File: config.mk
export PLATFORM = sky130hd
export DESIGN_NAME = pe_share_sched
export DESIGN_NICKNAME = d
export VERILOG_FILES = /design/src/rtl/pe_sched_pkg.sv /design/src/rtl/pe_sched_rsp_fifo.sv /design/src/rtl/pe_share_sched.sv
export SDC_FILE = /design/constraint.sdc
export NUM_CORES = 1
export LEC_CHECK = 0
export CAP_MARGIN = 10
export CORE_AREA = 2 2 334 336
export DETAILED_ROUTE_END_ITERATION = 8
export DIE_AREA = 0 0 336 338
export PLACE_DENSITY = 0.56
export SYNTH_ARGS = -nofsm -noshare
export SYNTH_HDL_FRONTEND = slang
export SYNTH_SLANG_ARGS = --single-unit
File: constraint.sdc
create_clock -name clk -period 11.7 [get_ports clk]
set_input_delay 2.34 -clock clk [delete_from_list [all_inputs] [get_ports clk]]
set_output_delay 2.34 -clock clk [all_outputs]
set_load 0.005 [all_outputs]
File: src/rtl/pe_sched_pkg.sv
// pe_share_sched shared types and constants.
// PE latency classes, operand width and the response FIFO entry layout.
package pe_sched_pkg;

    typedef logic [1:0] pe_op_t;

    localparam int DWIDTH_DOUBLE = 64;

    localparam int LAT_PE_A = 6;
    localparam int LAT_PE_B = 4;
    localparam int LAT_PE_C = 12;
    localparam int LAT_PE_D = 57;

    // Widest tag carried in a response entry (up to 256 requesters).
    localparam int TAG_MAX_W = 8;

    typedef struct packed {
        logic [TAG_MAX_W-1:0]     tag;
        logic [DWIDTH_DOUBLE-1:0] data;
    } rsp_entry_t;

endpackage

File: src/rtl/pe_sched_rsp_fifo.sv
// Response FIFO for pe_share_sched.
// Head is read from flops and forced to zero while empty.
module pe_sched_rsp_fifo
    import pe_sched_pkg::*;
#(
    parameter int DEPTH = 8
) (
    input  logic       clk,
    input  logic       rst,
    input  logic       push,
    input  rsp_entry_t wdata,
    input  logic       pop,
    output logic       valid,
    output rsp_entry_t head
);

    localparam int AW = (DEPTH > 1) ? $clog2(DEPTH) : 1;
    localparam int CW = $clog2(DEPTH + 1);

    rsp_entry_t     mem [DEPTH];
    logic [AW-1:0]  wp;
    logic [AW-1:0]  rp;
    logic [CW-1:0]  cnt;

    function automatic logic [AW-1:0] nxt(input logic [AW-1:0] p);
        return (p == AW'(DEPTH - 1)) ? '0 : p + AW'(1);
    endfunction

    // Entry storage; no reset needed since occupancy gates the head.
    always_ff @(posedge clk) begin
        if (push) begin
            mem[wp] <= wdata;
        end
    end

    // Pointers and occupancy.
    always_ff @(posedge clk) begin
        if (rst) begin
            wp  <= '0;
            rp  <= '0;
            cnt <= '0;
        end else begin
            if (push) begin
                wp <= nxt(wp);
            end
            if (pop) begin
                rp <= nxt(rp);
            end
            case ({push, pop})
                2'b10:   cnt <= cnt + CW'(1);
                2'b01:   cnt <= cnt - CW'(1);
                default: cnt <= cnt;
            endcase
        end
    end

    // Credits upstream must make a write into a full FIFO impossible.
    always_ff @(posedge clk) begin
        if (!rst) begin
            assert (!push || pop || cnt != CW'(DEPTH))
            else $error("pe_sched_rsp_fifo overflow");
        end
    end

    assign valid = (cnt != '0);
    assign head  = valid ? mem[rp] : '0;

endmodule

File: src/rtl/pe_share_sched.sv
// Round-robin issue scheduler sharing one pipelined FP PE.
// Optional perf counters: define PE_SCHED_PERF_EN.
module pe_share_sched
    import pe_sched_pkg::*;
#(
    parameter int NUM_REQ    = 4,
    parameter int DWIDTH     = 64,
    parameter int LATENCY    = 6,
    parameter int RESP_DEPTH = 8,
    parameter int CNT_W      = 32
) (
    input  logic                        clk,
    input  logic                        rst,
    input  logic [NUM_REQ-1:0]          req_valid,
    output logic [NUM_REQ-1:0]          req_ready,
    input  logic [NUM_REQ*DWIDTH-1:0]   req_inp1,
    input  logic [NUM_REQ*DWIDTH-1:0]   req_inp2,
    input  logic [NUM_REQ*2-1:0]        req_op,
    output logic                        pe_valid_in,
    output logic [DWIDTH-1:0]           pe_inp1,
    output logic [DWIDTH-1:0]           pe_inp2,
    output logic [1:0]                  pe_op,
    input  logic [DWIDTH-1:0]           pe_out1,
    output logic                        rsp_valid,
    input  logic                        rsp_ready,
    output logic [$clog2(NUM_REQ)-1:0]  rsp_tag,
    output logic [DWIDTH-1:0]           rsp_data,
    output logic [CNT_W-1:0]            perf_issue_cnt,
    output logic [CNT_W-1:0]            perf_stall_cnt
);

    localparam int TW  = $clog2(NUM_REQ);
    localparam int CRW = $clog2(RESP_DEPTH + 1);

    logic [CRW-1:0] credit;
    logic [TW-1:0]  rr_ptr;
    logic [TW-1:0]  gnt_idx;
    logic           gnt_any;
    logic           issue;
    logic           pop;
    logic           fifo_valid;
    logic [LATENCY-1:0] tp_vld;
    logic [TW-1:0]  tp_tag [LATENCY];
    rsp_entry_t     wr_ent;
    rsp_entry_t     head;

    // First valid requester after the last grant, wrapping around.
    always_comb begin
        gnt_any = 1'b0;
        gnt_idx = '0;
        for (int k = 1; k <= NUM_REQ; k++) begin
            if (!gnt_any && req_valid[(int'(rr_ptr) + k) % NUM_REQ]) begin
                gnt_any = 1'b1;
                gnt_idx = TW'((int'(rr_ptr) + k) % NUM_REQ);
            end
        end
    end

    assign issue = gnt_any && (credit != '0) && !rst;

    // Accept strobe and PE operand mux for the winner.
    always_comb begin
        req_ready   = '0;
        pe_valid_in = 1'b0;
        pe_inp1     = '0;
        pe_inp2     = '0;
        pe_op       = '0;
        if (issue) begin
            req_ready[gnt_idx] = 1'b1;
            pe_valid_in        = 1'b1;
            pe_inp1            = req_inp1[gnt_idx*DWIDTH +: DWIDTH];
            pe_inp2            = req_inp2[gnt_idx*DWIDTH +: DWIDTH];
            pe_op              = req_op[gnt_idx*2 +: 2];
        end
    end

    // Round-robin pointer moves only when something is issued.
    always_ff @(posedge clk) begin
        if (rst) begin
            rr_ptr <= TW'(NUM_REQ - 1);
        end else if (issue) begin
            rr_ptr <= gnt_idx;
        end
    end

    // Tag pipeline tracking the PE; reset drops in-flight results.
    always_ff @(posedge clk) begin
        if (rst) begin
            tp_vld <= '0;
            for (int i = 0; i < LATENCY; i++) begin
                tp_tag[i] <= '0;
            end
        end else begin
            tp_vld[0] <= issue;
            tp_tag[0] <= gnt_idx;
            for (int i = 1; i < LATENCY; i++) begin
                tp_vld[i] <= tp_vld[i-1];
                tp_tag[i] <= tp_tag[i-1];
            end
        end
    end

    assign wr_ent = '{
        tag:  TAG_MAX_W'(tp_tag[LATENCY-1]),
        data: DWIDTH_DOUBLE'(pe_out1)
    };

    pe_sched_rsp_fifo #(
        .DEPTH (RESP_DEPTH)
    ) u_fifo (
        .clk   (clk),
        .rst   (rst),
        .push  (tp_vld[LATENCY-1]),
        .wdata (wr_ent),
        .pop   (pop),
        .valid (fifo_valid),
        .head  (head)
    );

    assign pop       = fifo_valid && rsp_ready;
    assign rsp_valid = fifo_valid;
    assign rsp_tag   = head.tag[TW-1:0];
    assign rsp_data  = head.data[DWIDTH-1:0];

    logic unused_tag_hi;
    assign unused_tag_hi = ^head.tag[TAG_MAX_W-1:TW];

    // Credits: free FIFO slots minus ops still inside the PE.
    always_ff @(posedge clk) begin
        if (rst) begin
            credit <= CRW'(RESP_DEPTH);
        end else if (issue && !pop) begin
            credit <= credit - CRW'(1);
        end else if (pop && !issue) begin
            credit <= credit + CRW'(1);
        end
    end

`ifdef PE_SCHED_PERF_EN
    // Issue and stall counters, free-running with wrap.
    always_ff @(posedge clk) begin
        if (rst) begin
            perf_issue_cnt <= '0;
            perf_stall_cnt <= '0;
        end else begin
            if (issue) begin
                perf_issue_cnt <= perf_issue_cnt + CNT_W'(1);
            end
            if (|req_valid && credit == '0) begin
                perf_stall_cnt <= perf_stall_cnt + CNT_W'(1);
            end
        end
    end
`else
    assign perf_issue_cnt = '0;
    assign perf_stall_cnt = '0;
`endif

endmodule

==> results by group, run 1 <==
Layout
  • Number of cells in the finished layout apart from fillers: 3,867
  • Layout cell share with drive strength beyond 1: 0.1244
  • Final core area utilization: 0.3370
  • Synth-to-layout area growth: 43.65%
  • Final net count: 2,906
  • Layout fillers: 10.66k

Place
  • Post-Place Worst Slack: 3.035 ns
  • Half-perimeter wire length after placement: approximately 95 mm
  • Final Wtd Congestion: 0.9650
  • Number of buffer cells added on primary ports: 792
  • Placed cells: 3,738

Floorplan
  • Area of the die: 113,600 sq um
  • Vertical die dimension: 338 um
  • Number of top-level pins: 857
  • Area of the core region: 110,100 sq um
  • Die X-Extent: approximately 340 um
  • Starting utilization of the core area: 0.2346
  • Cell Rows: ~120

Routing
  • Final ANT Viol Nets: 0
  • Total wire length: 123.6 mm
  • DRT Pass-1 Iters: 5
  • Routed WL per cell: 31.96 um
  • DR vias: 17.59k
  • Routed via count divided by cell count: between 4 and 5
  • Number of design-rule violations left by the first detailed-router iteration: 1,522
  • Detailed-route DRC error count: 0

Worst setup path
  • Cell count of the worst reg-to-reg path: 12
  • Setup Crit Path Kind: input port to primary output
  • Required time reported for the critical path endpoint: around 9.4 ns
  • Setup slack of the most critical reg-to-reg path: 8.12 ns
  • FF-to-FF Start: u_fifo.cnt[0]
  • Worst endpoint data arrival time: 6.27 ns
  • Max FO, Critical Path: ~110
  • Type of origin of the critical path: input port
  • Crit. End Element: primary output
  • Endpoint of the worst register-to-register path: u_fifo.cnt[3]

Global route
  • Vias in the first global route: 18.29k
  • Initial antenna violation count: 77
  • Remaining global-route overflow: 0
  • Wire length of the first global-routing pass: 160.5 mm
  • Largest net degree at the start of global routing: between 100 and 150
  • Overall fraction of global-route tracks in use: 0.2099

Logic synthesis
  • Synthesized area per cell: 17.02 sq um
  • Proportion of synthesized chip area in sequential cells: 0.6427
  • Post-Syn Instances: 1,517
  • Multiplexer share of the synthesized area: 0.2434
  • Share of flip-flops with an asynchronous set or reset after synthesis: 0
  • Area fraction in compound gates after synthesis: 0.03775
  • Simple-gate area share of the yosys netlist: 0.02399
  • Netlist cell types: 39
  • Post-synth EDFFs: 528
  • Adder-cell share of the synthesized area: 0.005621
  • Post-synthesis xor/xnor area fraction: 0.002374
  • #FFs+latches synth: 565
  • Dominant combinational cell family by area after synthesis: multiplexers
  • Primary FF master, synth: sky130_fd_sc_hd__edfxtp_1
  • Netlist area before placement: 25,820 sq um
  • Ys Warns: 0

Timing
  • Final critical-path share of the clock period: 0.7359
  • Setup repair after global routing missed its margin: no
  • Minimum period implied by the final worst setup slack: 8.610 ns
  • Final Setup Violations: 0
  • Hold slack: 0.4363 ns
  • Transition time at the pin with the least slew margin: 1.114 ns
  • Total negative setup slack: 0 ns
  • Final number of max-transition violations: 0
  • Final setup slack of the worst path: around 3.1 ns
  • Hold Violations, Final: 0
  • Max Clk Rate: 0.1161 GHz
  • Slew HR: 0.2575
  • Final Skew: 0.01775 ns

Clocking
  • Clock transition at the registers of the reported paths: around 0.06 ns
  • Number of setup buffers added after CTS: 0
  • Maximum count of clock buffers along a single path: 3
  • Clock buffers created by TritonCTS: 52
  • Total number of clock tree sinks: approximately 570
  • H-tree levels: 2
  • Worst skew pair latency: 0.60 ns
  • Post-CTS Hold Buffers: 0
  • Count of cells resized by post-cts repair: 0
  • CTS root buf: sky130_fd_sc_hd__clkbuf_16
  • TritonCTS clock tree: yes

Pwr
  • Power per cell area: 147.7 nW/um^2
  • IR Drop Worst-Case VDD: 131.8 uV
  • Standby leakage power: roughly 12 nW

Status
  • Result of the run: finished clean

Run
  • Max Cap Violations: 0

Hold path
  • Hold Path End: tp_tag[5][1]
  • Type of the tightest min-delay check: flop to flop
  • Worst hold path depth: 1
  • Hold Path Origin: tp_tag[4][1]
## cells in the mapped netlist (10+ instances only)
cell	n	share of area
sky130_fd_sc_hd__nor2_1	92	0.013
sky130_fd_sc_hd__mux4_2	132	0.12
sky130_fd_sc_hd__clkbuf_1	32	0.0047
sky130_fd_sc_hd__mux2i_1	331	0.13
sky130_fd_sc_hd__nor2b_1	16	0.0039
sky130_fd_sc_hd__edfxtp_1	528	0.61
sky130_fd_sc_hd__buf_6	18	0.0078
sky130_fd_sc_hd__ha_1	10	0.0048
sky130_fd_sc_hd__buf_1	13	0.0019
sky130_fd_sc_hd__buf_2	34	0.0066
sky130_fd_sc_hd__buf_4	75	0.022
sky130_fd_sc_hd__a21oi_1	12	0.0023
sky130_fd_sc_hd__dfxtp_1	37	0.029
sky130_fd_sc_hd__o22ai_1	131	0.032
## worst max-delay path, stage by stage
cell and delay [ns]:
sky130_fd_sc_hd__clkdlybuf4s50_1 0.48, sky130_fd_sc_hd__or2_1 0.32, sky130_fd_sc_hd__a221oi_4 0.66, sky130_fd_sc_hd__buf_12 0.54
sky130_fd_sc_hd__mux2i_1 0.19, sky130_fd_sc_hd__buf_4 0.18, sky130_fd_sc_hd__o22ai_1 0.53, sky130_fd_sc_hd__clkdlybuf4s50_1 0.76
## stage by stage
step	total power [mW]	cell area, sq um
finish	5.477	37090
global placement	3.797	35270
CTS	5.538	37010
detailed placement	3.800	35280
global route	5.673	37040
floorplan	2.954	26060
## cell type report
cell class                 instances  area, sq um  area share
antenna                           32        80.08    0.002159
clock buffer                      62         1400     0.03775
clock inverter                    35        335.3    0.009040
inverter                           8        30.03   0.0008096
multi-input combinational        835         8433      0.2274
sequential                       565        16610      0.4477
tap                             1488         1862     0.05019
timing repair buffer             842         8344      0.2250
## cell families (layout without fill, tap and decap cells)
| kind of cell | Yosys count | count (layout) |
|---|---|---|
| multiplexers | 463 | 463 |
| adder cells (fa/ha/maj) | 11 | 11 |
| other | 1 | 96 |
| AND/OR/NAND/NOR | 136 | 136 |
| buffers and inverters | 180 | 947 |
| AO/OA/AOI/OAI | 154 | 154 |
| flip-flops | 565 | 565 |
| XOR/XNOR | 7 | 7 |
## how the worst max path moves through the flow
stage | start | end | slack, ns | cells past startpoint
5_1_grt | req_valid[0] | pe_inp2[4] | 2.98 | 9
3_3_place_gp | req_valid[0] | pe_inp2[3] | 2.64 | 9
2_1_floorplan | req_valid[3] | pe_inp1[10] | 5.72 | 6
4_1_cts | req_valid[0] | pe_inp2[4] | 3.01 | 9
3_5_place_dp | req_valid[0] | pe_inp2[4] | 3.04 | 9
6_report | req_valid[3] | pe_inp2[4] | 3.09 | 8
## state kept, by name, indices dropped and copies added (netlist names), named ones only
register / cells
tp_vld: 6
u_fifo.mem: 528
tp_tag: 12
u_fifo.cnt: 4
u_fifo.rp: 3
rr_ptr: 2
credit: 4
u_fifo.wp: 3
## where the power goes
group          total [mW]  switching (mW)  internal, mW
Sequential           2.23          0.0150          2.22
Combinational        1.52           0.760         0.758
Clock                1.73           0.738         0.988
## cell usage in the layout, fill, tap and decap left out, drive strengths merged, types with 7 or more instances in the layout
cell,n
clkdlybuf4s50,792
edfxtp,528
mux2i,331
mux4,132
o22ai,131
nor2,92
conb,64
clkbuf,62
buf,50
dfxtp,37
diode,32
clkinv,27
nor2b,16
a21oi,12
ha,10
inv,10
nor3,7
## layer usage
layer | GRT usage | vias up | wire length, um
li1 | - | 7592 | -
met1 | 0.2703 | 8935 | 48000
met2 | 0.3484 | 857 | 59160
met3 | 0.05560 | 184 | 12950
met4 | 0.05658 | 26 | 3310
met5 | 0 | - | 158
No activity file was read; power rests on OpenSTA's default activity.
==> inputs of run 2 (changes only) <==
==> constraint.sdc (replaced) <==
create_clock -name clk -period 8.8 [get_ports clk]
set_input_delay 1.76 -clock clk [delete_from_list [all_inputs] [get_ports clk]]
set_output_delay 1.76 -clock clk [all_outputs]
set_load 0.005 [all_outputs]
==> run 2 against run 1 <==
Global-route usage is 0.58 points lower. Clock power is 34% higher. Die area stayed put. Critical path depth is 1 higher. Worst hold slack better by 0.0031 ns. Critical path type unchanged. Largest cell class unchanged.
==> results by group, run 2 (same netlist as run 1, synthesis figures left out) <==
Layout
  • Most common library cell in the layout ignoring fill and taps: sky130_fd_sc_hd__clkdlybuf4s50_1
  • Commonest cells after routing, fill and taps aside: sky130_fd_sc_hd__clkdlybuf4s50_1 (792), sky130_fd_sc_hd__edfxtp_1 (528), sky130_fd_sc_hd__mux2i_1 (326)
  • FF+latch area: 16,610 sq um
  • Design area: between 30,000 and 40,000 sq um
  • Register ranked first by flip-flop count: u_fifo.mem
  • Final core area utilization: 0.3376
  • Area of the multi-input gates: 8422 sq um
  • Layout fillers: 10.64k
  • Final net count: 2,908
  • Layout cell share with drive strength beyond 1: 0.1209
  • Flip-flop count of the largest register, all copies and words added: roughly 530
  • Synth-to-layout area growth: 43.88%
  • Top Registers: u_fifo.mem x528, tp_tag x12, tp_vld x6

Timing
  • Max Clk Rate: 0.1388 GHz
  • Final critical-path share of the clock period: 0.8185
  • Final Setup Violations: 0
  • Total negative setup slack: 0 ns
  • Final Skew: 0.01442 ns
  • Final number of max-transition violations: 0
  • Hold slack: 0.4393 ns
  • Setup repair after global routing missed its margin: no
  • Transition time at the pin with the least slew margin: 1.093 ns
  • Minimum period implied by the final worst setup slack: 7.203 ns
  • Hold Violations, Final: 0
  • Slew HR: 0.2710

Pwr
  • Net switching fraction of the power: 0.2772
  • Clock network fraction of design power: 0.315
  • Power, Total: 7.330 mW
  • Internal power: 5.298 mW
  • Net Sw Power: between 2 and 2.5 mW
  • Standby leakage power: about 12 nW
  • Part of the total power dissipated in combinational logic: 0.280
  • Part of the total power dissipated in sequential elements: 0.405
  • Power per cell area: 197.3 nW/um^2
  • IR Drop Worst-Case VDD: 124.0 uV

Floorplan
  • Area of the core region: 110,100 sq um
  • Vertical die dimension: 338 um
  • Number of top-level pins: 857
  • Die X-Extent: between 300 and 400 um
  • Cell Rows: 122
  • Area of the die: 113,600 sq um
  • Starting utilization of the core area: 0.2346

Clocking
  • TritonCTS clock tree: yes
  • Worst skew pair latency: 0.60 ns
  • Clock buffers created by TritonCTS: between 50 and 60
  • CTS root buf: sky130_fd_sc_hd__clkbuf_16
  • Total number of clock tree sinks: 565
  • Number of setup buffers added after CTS: 0
  • Post-CTS Hold Buffers: 0
  • Clock transition at the registers of the reported paths: 0.06 ns
  • H-tree levels: 2
  • Maximum count of clock buffers along a single path: 3
  • Count of cells resized by post-cts repair: 0

Hold path
  • Hold Path Origin: tp_tag[3][0]
  • Hold Path End: tp_tag[4][0]
  • Type of the tightest min-delay check: flop to flop
  • Worst hold path depth: 1

Global route
  • Largest net degree at the start of global routing: 129
  • Vias in the first global route: 18.02k
  • Overall fraction of global-route tracks in use: 0.2041
  • Remaining global-route overflow: 0
  • Initial antenna violation count: 70
  • Wire length of the first global-routing pass: 156.0 mm

Place
  • Number of buffer cells added on primary ports: 792
  • Final Wtd Congestion: 1.068
  • Half-perimeter wire length after placement: about 93 mm
  • Placed inst area: 35,330 sq um

Routing
  • Total wire length: 120.6 mm
  • DRT Pass-1 Iters: 5
  • Routed via count divided by cell count: 4.594
  • Routed WL per cell: approximately 31 um
  • Final ANT Viol Nets: 0
  • Number of design-rule violations left by the first detailed-router iteration: 1,354
  • Detailed-route DRC error count: 0
  • DR vias: 17.77k

Worst setup path
  • Cell count of the worst reg-to-reg path: 12
  • Setup slack of the most critical reg-to-reg path: ~5.4 ns
  • Type of origin of the critical path: input port
  • Cell-by-cell listing of the critical path: clkdlybuf4s50_1, inv_1, a22o_1, a221oi_4, buf_12, buf_12, mux2i_1, o22ai_1, clkdlybuf4s50_1
  • Endpoint of the worst register-to-register path: u_fifo.cnt[3]
  • FF-to-FF Start: u_fifo.cnt[0]
  • Required time reported for the critical path endpoint: ~7 ns
  • Worst endpoint data arrival time: 5.44 ns
  • Max FO, Critical Path: 58
  • Slowest cell on the critical path: sky130_fd_sc_hd__mux2i_1
  • Setup Crit Path Kind: input port to primary output
  • Slowest cell delay on critical path: just over 0.8 ns
  • Crit. End Element: primary output

Status
  • Result of the run: finished clean

Run
  • Max Cap Violations: 0
==> run 2: worst max path at each step <==
| stage | startpoint | end | slack (ns) |
|---|---|---|---|
| 4_1_cts | req_valid[3] | pe_inp2[63] | 1.58 |
| 3_5_place_dp | req_valid[3] | pe_inp2[63] | 1.60 |
| 3_3_place_gp | req_valid[0] | pe_inp2[25] | 1.33 |
| 6_report | req_valid[0] | pe_inp2[30] | 1.60 |
| 2_1_floorplan | tp_vld[5] | u_fifo.mem[0][0] | 3.21 |
| 5_1_grt | req_valid[0] | pe_inp2[31] | 1.50 |
==> run 2: layout make-up <==
| cell class | instances | area share |
|---|---|---|
| antenna | 30 | 0.002021 |
| clock buffer | 68 | 0.03890 |
| clock inverter | 31 | 0.008218 |
| inverter | 8 | 0.0008083 |
| multi-input combinational | 835 | 0.2267 |
| sequential | 565 | 0.4470 |
| tap | 1488 | 0.05011 |
| timing repair buffer | 843 | 0.2262 |
==> run 2: power by group through the flow <==
stage / Sequential (mW) / Combinational, mW / Clock [mW]
final: 2.97 / 2.05 / 2.31
after global routing: 2.97 / 2.17 / 2.46
after CTS: 2.97 / 2.09 / 2.37
after detailed placement: 3.03 / 2.07 / 0
after global placement: 3.03 / 2.06 / 0
after floorplan: 3.02 / 0.910 / 0
==> run 2: worst max-delay path, delay by kind of cell <==
kind                   cells  cell delay [ns]
buffers and inverters      5             1.83
multiplexers               1             0.81
AO/OA/AOI/OAI              3             0.73
==> run 2: through the flow <==
step,setup slack [ns],std cells
floorplan,3.207,1580
global placement,1.327,3735
detailed placement,1.596,3739
CTS,1.582,3838
global route,1.499,3848
finish,1.597,3868
==> run 2: routing by layer <==
metal	global-route usage	share of wire	up-vias
met5	0	0.0019	-
met4	0.06631	0.031	34
met3	0.05692	0.091	168
met2	0.3285	0.47	879
met1	0.2653	0.41	9078
li1	-	-	7612
